--- config.mk ---
export PLATFORM = sky130hd
export DESIGN_NAME = md5_iter_ctrl
export DESIGN_NICKNAME = d
export VERILOG_FILES = /design/src/rtl/md5_pkg.sv /design/src/rtl/md5_step.sv /design/src/rtl/md5_iter_ctrl.sv
export SDC_FILE = /design/constraint.sdc
export NUM_CORES = 2
export LEC_CHECK = 0
export BUFFER_PORTS_ARGS = -buffer_cell sky130_fd_sc_hd__buf_2
export CORE_MARGIN = 2
export CORE_UTILIZATION = 39
export DETAILED_ROUTE_END_ITERATION = 10
export SYNTH_ARGS = -nofsm -noshare
export SYNTH_HDL_FRONTEND = slang
export SYNTH_HIERARCHICAL = 1
export SYNTH_SLANG_ARGS = --single-unit
--- constraint.sdc ---
create_clock -name clk -period 17.4 [get_ports clk]
set_clock_uncertainty 0.2 [all_clocks]
set_input_delay 2.61 -clock clk [delete_from_list [all_inputs] [get_ports clk]]
set_output_delay 2.61 -clock clk [all_outputs]
set_load 0.03 [all_outputs]
--- src/rtl/md5_pkg.sv ---
// Shared MD5 constants, FSM state type and per-step table lookups.
// MD5_MULTIBLOCK_CHAIN_EN (used by md5_iter_ctrl) enables block chaining.
package md5_pkg;

  localparam logic [31:0] IV_A = 32'h67452301;
  localparam logic [31:0] IV_B = 32'hefcdab89;
  localparam logic [31:0] IV_C = 32'h98badcfe;
  localparam logic [31:0] IV_D = 32'h10325476;
  localparam logic [127:0] IV = {IV_D, IV_C, IV_B, IV_A};

  typedef enum logic [1:0] {
    ST_IDLE,
    ST_RUN,
    ST_DONE
  } md5_state_e;

  function automatic logic [31:0] md5_k(input logic [5:0] idx);
    case (idx)
      6'd0:  return 32'hd76aa478;
      6'd1:  return 32'he8c7b756;
      6'd2:  return 32'h242070db;
      6'd3:  return 32'hc1bdceee;
      6'd4:  return 32'hf57c0faf;
      6'd5:  return 32'h4787c62a;
      6'd6:  return 32'ha8304613;
      6'd7:  return 32'hfd469501;
      6'd8:  return 32'h698098d8;
      6'd9:  return 32'h8b44f7af;
      6'd10: return 32'hffff5bb1;
      6'd11: return 32'h895cd7be;
      6'd12: return 32'h6b901122;
      6'd13: return 32'hfd987193;
      6'd14: return 32'ha679438e;
      6'd15: return 32'h49b40821;
      6'd16: return 32'hf61e2562;
      6'd17: return 32'hc040b340;
      6'd18: return 32'h265e5a51;
      6'd19: return 32'he9b6c7aa;
      6'd20: return 32'hd62f105d;
      6'd21: return 32'h02441453;
      6'd22: return 32'hd8a1e681;
      6'd23: return 32'he7d3fbc8;
      6'd24: return 32'h21e1cde6;
      6'd25: return 32'hc33707d6;
      6'd26: return 32'hf4d50d87;
      6'd27: return 32'h455a14ed;
      6'd28: return 32'ha9e3e905;
      6'd29: return 32'hfcefa3f8;
      6'd30: return 32'h676f02d9;
      6'd31: return 32'h8d2a4c8a;
      6'd32: return 32'hfffa3942;
      6'd33: return 32'h8771f681;
      6'd34: return 32'h6d9d6122;
      6'd35: return 32'hfde5380c;
      6'd36: return 32'ha4beea44;
      6'd37: return 32'h4bdecfa9;
      6'd38: return 32'hf6bb4b60;
      6'd39: return 32'hbebfbc70;
      6'd40: return 32'h289b7ec6;
      6'd41: return 32'heaa127fa;
      6'd42: return 32'hd4ef3085;
      6'd43: return 32'h04881d05;
      6'd44: return 32'hd9d4d039;
      6'd45: return 32'he6db99e5;
      6'd46: return 32'h1fa27cf8;
      6'd47: return 32'hc4ac5665;
      6'd48: return 32'hf4292244;
      6'd49: return 32'h432aff97;
      6'd50: return 32'hab9423a7;
      6'd51: return 32'hfc93a039;
      6'd52: return 32'h655b59c3;
      6'd53: return 32'h8f0ccc92;
      6'd54: return 32'hffeff47d;
      6'd55: return 32'h85845dd1;
      6'd56: return 32'h6fa87e4f;
      6'd57: return 32'hfe2ce6e0;
      6'd58: return 32'ha3014314;
      6'd59: return 32'h4e0811a1;
      6'd60: return 32'hf7537e82;
      6'd61: return 32'hbd3af235;
      6'd62: return 32'h2ad7d2bb;
      default: return 32'heb86d391;
    endcase
  endfunction

  // Shift amount depends only on the round and the step position within a group of four.
  function automatic logic [4:0] md5_s(input logic [5:0] idx);
    case ({idx[5:4], idx[1:0]})
      4'h0: return 5'd7;
      4'h1: return 5'd12;
      4'h2: return 5'd17;
      4'h3: return 5'd22;
      4'h4: return 5'd5;
      4'h5: return 5'd9;
      4'h6: return 5'd14;
      4'h7: return 5'd20;
      4'h8: return 5'd4;
      4'h9: return 5'd11;
      4'ha: return 5'd16;
      4'hb: return 5'd23;
      4'hc: return 5'd6;
      4'hd: return 5'd10;
      4'he: return 5'd15;
      default: return 5'd21;
    endcase
  endfunction

  function automatic logic [3:0] md5_g(input logic [5:0] idx);
    logic [3:0] i;
    i = idx[3:0];
    case (idx[5:4])
      2'd0:    return i;
      2'd1:    return 4'(i * 4'd5 + 4'd1);
      2'd2:    return 4'(i * 4'd3 + 4'd5);
      default: return 4'(i * 4'd7);
    endcase
  endfunction

endpackage

--- src/rtl/md5_step.sv ---
// Combinational MD5 step: round function, add chain and left rotate; yields new B.
module md5_step (
  input  logic [31:0] a,
  input  logic [31:0] b,
  input  logic [31:0] c,
  input  logic [31:0] d,
  input  logic [31:0] m,
  input  logic [31:0] k,
  input  logic [4:0]  s,
  input  logic [1:0]  round,
  output logic [31:0] new_b
);

  logic [31:0] f;
  logic [31:0] sum;
  logic [31:0] rot;

  always_comb begin
    f = '0;
    case (round)
      2'd0:    f = (b & c) | (~b & d);
      2'd1:    f = (b & d) | (c & ~d);
      2'd2:    f = b ^ c ^ d;
      default: f = c ^ (b | ~d);
    endcase
    sum = a + f + k + m;
    rot = (sum << s) | (sum >> (6'd32 - 6'(s)));
    new_b = b + rot;
  end

endmodule

--- src/rtl/md5_iter_ctrl.sv ---
// Iterative MD5 block engine: one step per clock, 64 steps per 512-bit block.
// Define MD5_MULTIBLOCK_CHAIN_EN to let blk_first=0 continue from the previous chaining value.
module md5_iter_ctrl
  import md5_pkg::*;
(
  input  logic         clk,
  input  logic         rst_n,
  input  logic         blk_valid,
  output logic         blk_ready,
  input  logic [511:0] blk_data,
  input  logic         blk_first,
  output logic         dig_valid,
  input  logic         dig_ready,
  output logic [127:0] digest,
  output logic         busy
);

  md5_state_e   state, state_nx;
  logic [5:0]   cnt;
  logic [511:0] blk_q;
  logic [31:0]  wa, wb, wc, wd;
  logic [31:0]  ca, cb, cc, cd;
  logic [3:0]   g_idx;
  logic [31:0]  m_word, k_word, step_b;
  logic [4:0]   s_amt;
  logic         accept, from_iv;

  assign accept = blk_valid && (state == ST_IDLE);

`ifdef MD5_MULTIBLOCK_CHAIN_EN
  assign from_iv = blk_first;
`else
  logic unused_blk_first;
  assign unused_blk_first = blk_first;
  assign from_iv = 1'b1;
`endif

  always_ff @(posedge clk or negedge rst_n) begin
    if (!rst_n) state <= ST_IDLE;
    else        state <= state_nx;
  end

  always_comb begin
    state_nx  = state;
    blk_ready = 1'b0;
    dig_valid = 1'b0;
    busy      = 1'b0;
    case (state)
      ST_IDLE: begin
        blk_ready = 1'b1;
        if (blk_valid) state_nx = ST_RUN;
      end
      ST_RUN: begin
        busy = 1'b1;
        if (cnt == 6'd63) state_nx = ST_DONE;
      end
      ST_DONE: begin
        busy      = 1'b1;
        dig_valid = 1'b1;
        if (dig_ready) state_nx = ST_IDLE;
      end
      default: state_nx = ST_IDLE;
    endcase
  end

  assign g_idx  = md5_g(cnt);
  assign m_word = blk_q[{g_idx, 5'd0} +: 32];
  assign k_word = md5_k(cnt);
  assign s_amt  = md5_s(cnt);

  md5_step u_step (
    .a     (wa),
    .b     (wb),
    .c     (wc),
    .d     (wd),
    .m     (m_word),
    .k     (k_word),
    .s     (s_amt),
    .round (cnt[5:4]),
    .new_b (step_b)
  );

  always_ff @(posedge clk or negedge rst_n) begin
    if (!rst_n) begin
      cnt   <= '0;
      blk_q <= '0;
      {wd, wc, wb, wa} <= '0;
      {cd, cc, cb, ca} <= IV;
    end else if (accept) begin
      cnt   <= '0;
      blk_q <= blk_data;
      if (from_iv) begin
        // Chaining value is reset too, so the final add is relative to the IV.
        {wd, wc, wb, wa} <= IV;
        {cd, cc, cb, ca} <= IV;
      end else begin
        {wd, wc, wb, wa} <= {cd, cc, cb, ca};
      end
    end else if (state == ST_RUN) begin
      wa <= wd;
      wb <= step_b;
      wc <= wb;
      wd <= wc;
      // Last step folds the freshly computed working words straight into the chain.
      if (cnt == 6'd63) begin
        ca <= ca + wd;
        cb <= cb + step_b;
        cc <= cc + wb;
        cd <= cd + wc;
      end else begin
        cnt <= cnt + 6'd1;
      end
    end
  end

  assign digest = {cd, cc, cb, ca};

endmodule

### After elaboration in Yosys (flattened, before gate mapping)

Memory sizes are Yosys's and may differ from the RTL's.
Index checks and enable logic that the tools add are counted.

* bits of input ports: 517
* memories: 2
* bits in registers: 776
* ROM bits: 2128
* memory bits (writable): 0
* bits in latches: 0
* word-level logic and storage cells: 94
* output and inout bits: 131

* divide/modulo/power cells: 0
* shifts and indexed selects: 3
* magnitude comparators: 0
* reduce and logical (&&, ||, !) cells: 9
* $mul: 3
* bitwise gates (word level): 13
* add/sub/neg operators: 12
* equal/unequal tests: 9
* muxes and demuxes: 32

Memories
* (name not given): words 64, width 32, rd ports 1, clocked after Yosys merged registers in 0, write ports 0, line md5_pkg.sv:18 `case (idx)`
* (name not given): words 16, width 5, rd ports 1, clocked after Yosys merged registers in 0, write ports 0, line md5_pkg.sv:88 `case ({idx[5:4], idx[1:0]})`

Operators with widths (count)
* 32-bit two-way mux: 20
* 512-bit by 10-bit indexed part select with 32-bit output: 1
* 32-bit adder: 8
* 32-bit AND: 4
* 32-bit OR: 4
* 32-bit one-hot mux with 3 select lines: 1
* 32-bit XOR: 3
* 32-bit inverter: 2
* 32-bit by 5-bit << shifter with 32-bit output: 1
* 32-bit by 6-bit right shift with 32-bit output: 1
* 6-bit two-way mux: 3
* 4-bit one-hot mux with 3 select lines: 1
* 4-bit by 3-bit multiplier with 4-bit output, second input constant: 2
* 6-bit by 1-bit adder with 6-bit output, second input constant: 1
* 6-bit equality test, second input constant: 1
* 2-bit two-way mux: 3
* 2-bit inequality test, second input constant: 3
* 2-bit one-hot mux with 3 select lines: 1
* 6-bit by 5-bit subtractor with 6-bit output, first input constant: 1
* 4-bit by 1-bit adder with 4-bit output, second input constant: 1
* 4-bit by 3-bit adder with 4-bit output, second input constant: 1
* 2-bit by 1-bit equality test with 1-bit output, second input constant: 2
* 2-bit equality test, second input constant: 2
* 2-bit zero test: 2
* 8 further kinds: 12

### Logic depth before layout (Yosys ltp)

* depth in word-level cells: 14
* depth in mapped cells: 54
* mapped depth without buffers: 49

### Hierarchy

Netlist, hierarchy kept.

By module, submodules not included
* md5_iter_ctrl: cells each 4854, seq. area each 19498.7 um2, area an instance 43112.6 um2, times used 1
* md5_step: cells each 1525, seq. area each 0.0 um2, area an instance 11134.4 um2, times used 1

### Least setup slack after synthesis

No wires, ideal clock.

* kind: reg-to-reg
* from: reg cnt[0]
* to: reg cb[31]
* arrival time: 12.205 ns
* path buffers: 10
* clock period less this slack: 12.480 ns
* required time: 17.125 ns
* cell stages (with the launch flop): 54
* slack: 4.920 ns
* setup time: 0.075 ns
* cells stage by stage: dfrtp_1 clkbuf_1 inv_1 clkbuf_1 ha_1 buf_2 clkinv_1 mux2i_1 a21oi_1 buf_2 buf_2 buf_2 mux4_2 mux2i_1 a21oi_1 inv_1 fa_1 fa_1 (+18 left out) o21ai_0 a21oi_1 nor2_1 o21a_1 o21ai_0 nand2b_1 xor2_1 ha_1 clkbuf_1 a21o_1 a2111oi_0 a211oi_1 o21ai_0 a21bo_2 a31oi_1 nor4bb_1 o31ai_1 mux2i_1

* word-level cells in the longest chain between the ends: 12
* elaborated cells on any way between the ends: 23
* those cells by class: add/sub: 7; mul: 3; eq/ne: 1; shift: 3; mux: 4; bitwise: 1; reduce/logical: 2; memory: 2

Ends and longest elaborated chain
* from (decl): line md5_iter_ctrl.sv:19 `logic [5:0] cnt;`
* from (signal assigned): line md5_iter_ctrl.sv:111 `cnt <= cnt + 6'd1;`
* 4-bit by 2-bit multiplier with 4-bit output / 4-bit by 3-bit multiplier with 4-bit output (equally long branches): line md5_pkg.sv:114, md5_pkg.sv:113
* 4-bit by 3-bit adder with 4-bit output / 4-bit by 1-bit adder with 4-bit output (equally long branches): line md5_pkg.sv:114, md5_pkg.sv:113
* 4-bit one-hot mux with 3 select lines *: line md5_pkg.sv:111 `case (idx[5:4])`
* 512-bit by 10-bit indexed part select with 32-bit output *: line md5_iter_ctrl.sv:67 `assign m_word = blk_q[{g_idx, 5'd0} +: 32];`
* via m_word[7]: line md5_iter_ctrl.sv:24 `logic [31:0] m_word, k_word, step_b;`
* 32-bit adder *: line md5_step.sv:26 `sum = a + f + k + m;`
* 32-bit by 6-bit right shift with 32-bit output / 32-bit by 5-bit << shifter with 32-bit output (equally long branches): line md5_step.sv:27 `rot = (sum << s) | (sum >> (6'd32 - 6'(s)));`
* 32-bit OR *: line md5_step.sv:27
* 32-bit adder *: line md5_step.sv:28 `new_b = b + rot;`
* via step_b[14]: line md5_iter_ctrl.sv:24
* 32-bit adder *: line md5_iter_ctrl.sv:107 `cb <= cb + step_b;`
* 32-bit two-way mux *: line md5_iter_ctrl.sv:105 `if (cnt == 6'd63) begin`
* 32-bit two-way mux *: line md5_iter_ctrl.sv:99 `end else if (state == ST_RUN) begin`
* 32-bit two-way mux *: line md5_iter_ctrl.sv:89 `end else if (accept) begin`
* to (signal assigned): line md5_iter_ctrl.sv:107
* to (decl): line md5_iter_ctrl.sv:22 `logic [31:0] ca, cb, cc, cd;`

The timed path passes the listed nets; every way through them passes the cells marked *. The select of a mux whose other input is x is not followed.
A chain may end at the register's enable or synchronous reset.

### Final worst setup path

Ends and elaborated chain as after synthesis.

==> flow_summary.ini <==
[setup_path]
max_stage_delay_ns = 0.89
crit_buf_inv = 6
cp-end-kind = register
arrival_ns = 15.23
cp.required_ns = 17.86
cp_top_family = compound AO/OA/AOI/OAI gates
start_kind = register
path_class = reg -> reg
critical-path-slowest-cell = dfrtp_1
critical_path_peak_fanout = 19

[route]
wire_per_inst_um = 23.9
via_per_inst = 5.74
drt_wl_total_um = 208000
postRouteAntennaNets = 0
drcViolationCount = 0
drt_iter0_markers = 4496
vias = 49887
first_pass_iters = 6

[cts]
cts_root_buf = clkbuf_16
cts.clk_slew.worst_paths_ns = 0.06
ctsResizeCount = 0
cts_setup_buffers = 0
cts_tree = built
htree_levels = 3
cts_buffer_depth = 3
clk_latency_ns = 0.74
holdBufCountCts = 0
cts.sinks = 776
numCtsBuffers = 91

[final_layout]
fill_cells = 13770
drive_gt1_share_pct = 17.5
final_cells = 8697
syn2layout_area_growth_pct = 14.6
regArea_um2 = 19500
layout.nets = 7601
multi_input_area_um2 = 32400

[timing]
setup_viol = 0
period_needed_ns = 14.77
tightest_slew_ns = 1.23
hold_viol = 0
tns_ns = 0
max_freq_mhz = 67.7
drv_slew = 0
rsz0062_at_grt = no
min_period_over_period_pct = 84.9
maxSlewHeadroom_pct = 18.2

[synthesis]
async_flop_share_pct = 100
synthDistinctLibCells = 109
synth_area_leaders = dfrtp_1 33%, nand2_1 14%, mux4_2 6.9%
yosysTopAreaCell = dfrtp_1
synthFlopType = dfrtp_1
synth_commonest_cells = 1982 x nand2_1, 712 x dfrtp_1, 388 x a21oi_1
syn_area_um2 = 54200
syn_inst = 6379
ys_ff_latch = 776
synth_top_area_share_pct = 32.8
yosysSeqAreaShare_pct = 35.9
synth_warnings = 6
synth-edff-count = 0
synth_nets = 7184
syn_avg_cell_area_um2 = 8.50
synth.most_common_cell = nand2_1

[placement]
gp_congestion = 1.00
io_buffers = 646
dp_hpwl_um = 157000
placedCellCount = 8497

[global_routing]
grt_usage_pct = 28.6
antenna_found_initial = 81
grt_max_degree = 185
grt.overflow.total = 0
grt_pass1_wl_um = 308000
grt_pass1_vias = 47777

[die]
start_util_pct = 39.4
die_area_um2 = 142000
die_h_um = 377
dieWidth_um = 377
ios = 648
fp-row-count = 136
fp.coreArea_um2 = 138000

[status]
status = complete, no violations

[hold_path]
hold_path_class = reg -> reg

[job]
maxCapViolations = 0
==> area by class of cell <==
type | count | area share [%]
diodes | 33 | 0.133
clock buffers | 133 | 4.21
clock inverters | 34 | 0.624
inverters | 217 | 1.31
multi-input cells | 4972 | 52.2
flip-flops and latches | 776 | 31.4
well taps | 1794 | 3.61
repair buffers | 738 | 6.51
==> placed cells by master (no fill, tap or decap), drive strengths merged, types with 132 or more instances in the layout <==
| master | count |
|---|---|
| ha | 219 |
| nor2 | 288 |
| nand2 | 1982 |
| nand3 | 132 |
| inv | 217 |
| mux4 | 167 |
| a21oi | 388 |
| o21ai | 221 |
| clkbuf | 133 |
| mux2i | 201 |
| buf | 738 |
| dfrtp | 712 |
==> worst paths after layout <==
path,start,endpoint,slack [ns],cells past startpoint
max,cnt[0],cb[31],2.63,46
min,blk_q[149],blk_q[149],0.27,2
max reg2reg,cnt[0],cb[31],2.63,46
min reg2reg,blk_q[149],blk_q[149],0.27,2
max in group asynchronous,rst_n,blk_q[117],12.04,4
min in group asynchronous,rst_n,cc[13],1.74,1
==> through the flow <==
stage	hold WS (ns)	cell area [um2]	worst slack [ns]	utilization [%]
after global routing	0.287	62100	1.95	45.1
final	0.266	62100	2.63	45.1
after CTS	0.272	62100	2.99	45.0
after floorplan	0.240	54200	4.92	-
after global placement	0.253	59100	3.21	42.8
after detailed placement	0.257	59100	3.02	42.8
==> kinds of logic (layout without fill, tap and decap cells) <==
group | after synthesis | count (layout) | share of synthesized area (%)
adder cells (fa/ha/maj) | 318 | 318 | 8.15
other | 0 | 33 | 0
AND/OR/NAND/NOR | 2727 | 2727 | 20.7
XOR/XNOR | 208 | 208 | 3.36
flip-flops | 776 | 776 | 35.9
multiplexers | 384 | 384 | 11.0
buffers and inverters | 631 | 1122 | 4.47
AO/OA/AOI/OAI | 1335 | 1335 | 16.4
==> metal layers <==
| layer | part of all wire, % | up-vias | wire length [um] | global-route usage, % |
|---|---|---|---|---|
| met5 | 0.21 | - | 442 | 0 |
| met4 | 5.0 | 70 | 10300 | 13.3 |
| met3 | 7.0 | 479 | 14500 | 5.10 |
| met2 | 47 | 1925 | 98000 | 45.9 |
| met1 | 41 | 24290 | 84900 | 37.3 |
| li1 | - | 23123 | - | - |
==> state kept, by name, summed over array words and instances, names as in the netlist <==
| signal | count |
|---|---|
| wc | 32 |
| cnt | 6 |
| state | 2 |
| cc | 32 |
| blk_q | 512 |
| wa | 32 |
| cb | 32 |
| ca | 32 |
| wd | 32 |
| cd | 32 |
| wb | 32 |
==> worst register-to-register path, delay by kind of cell (launching register included) <==
kind / cells / cell delay (ns)
AO/OA/AOI/OAI: 21 / 5.80
XOR/XNOR: 1 / 0.22
adder cells (fa/ha/maj): 7 / 2.95
buffers and inverters: 6 / 1.28
flip-flops: 1 / 0.89
multiplexers: 4 / 1.48
AND/OR/NAND/NOR: 7 / 1.94
Power is left out: the tool's default activity adds up to more than one toggle a clock period on the data nets, which glitch-free logic cannot reach.
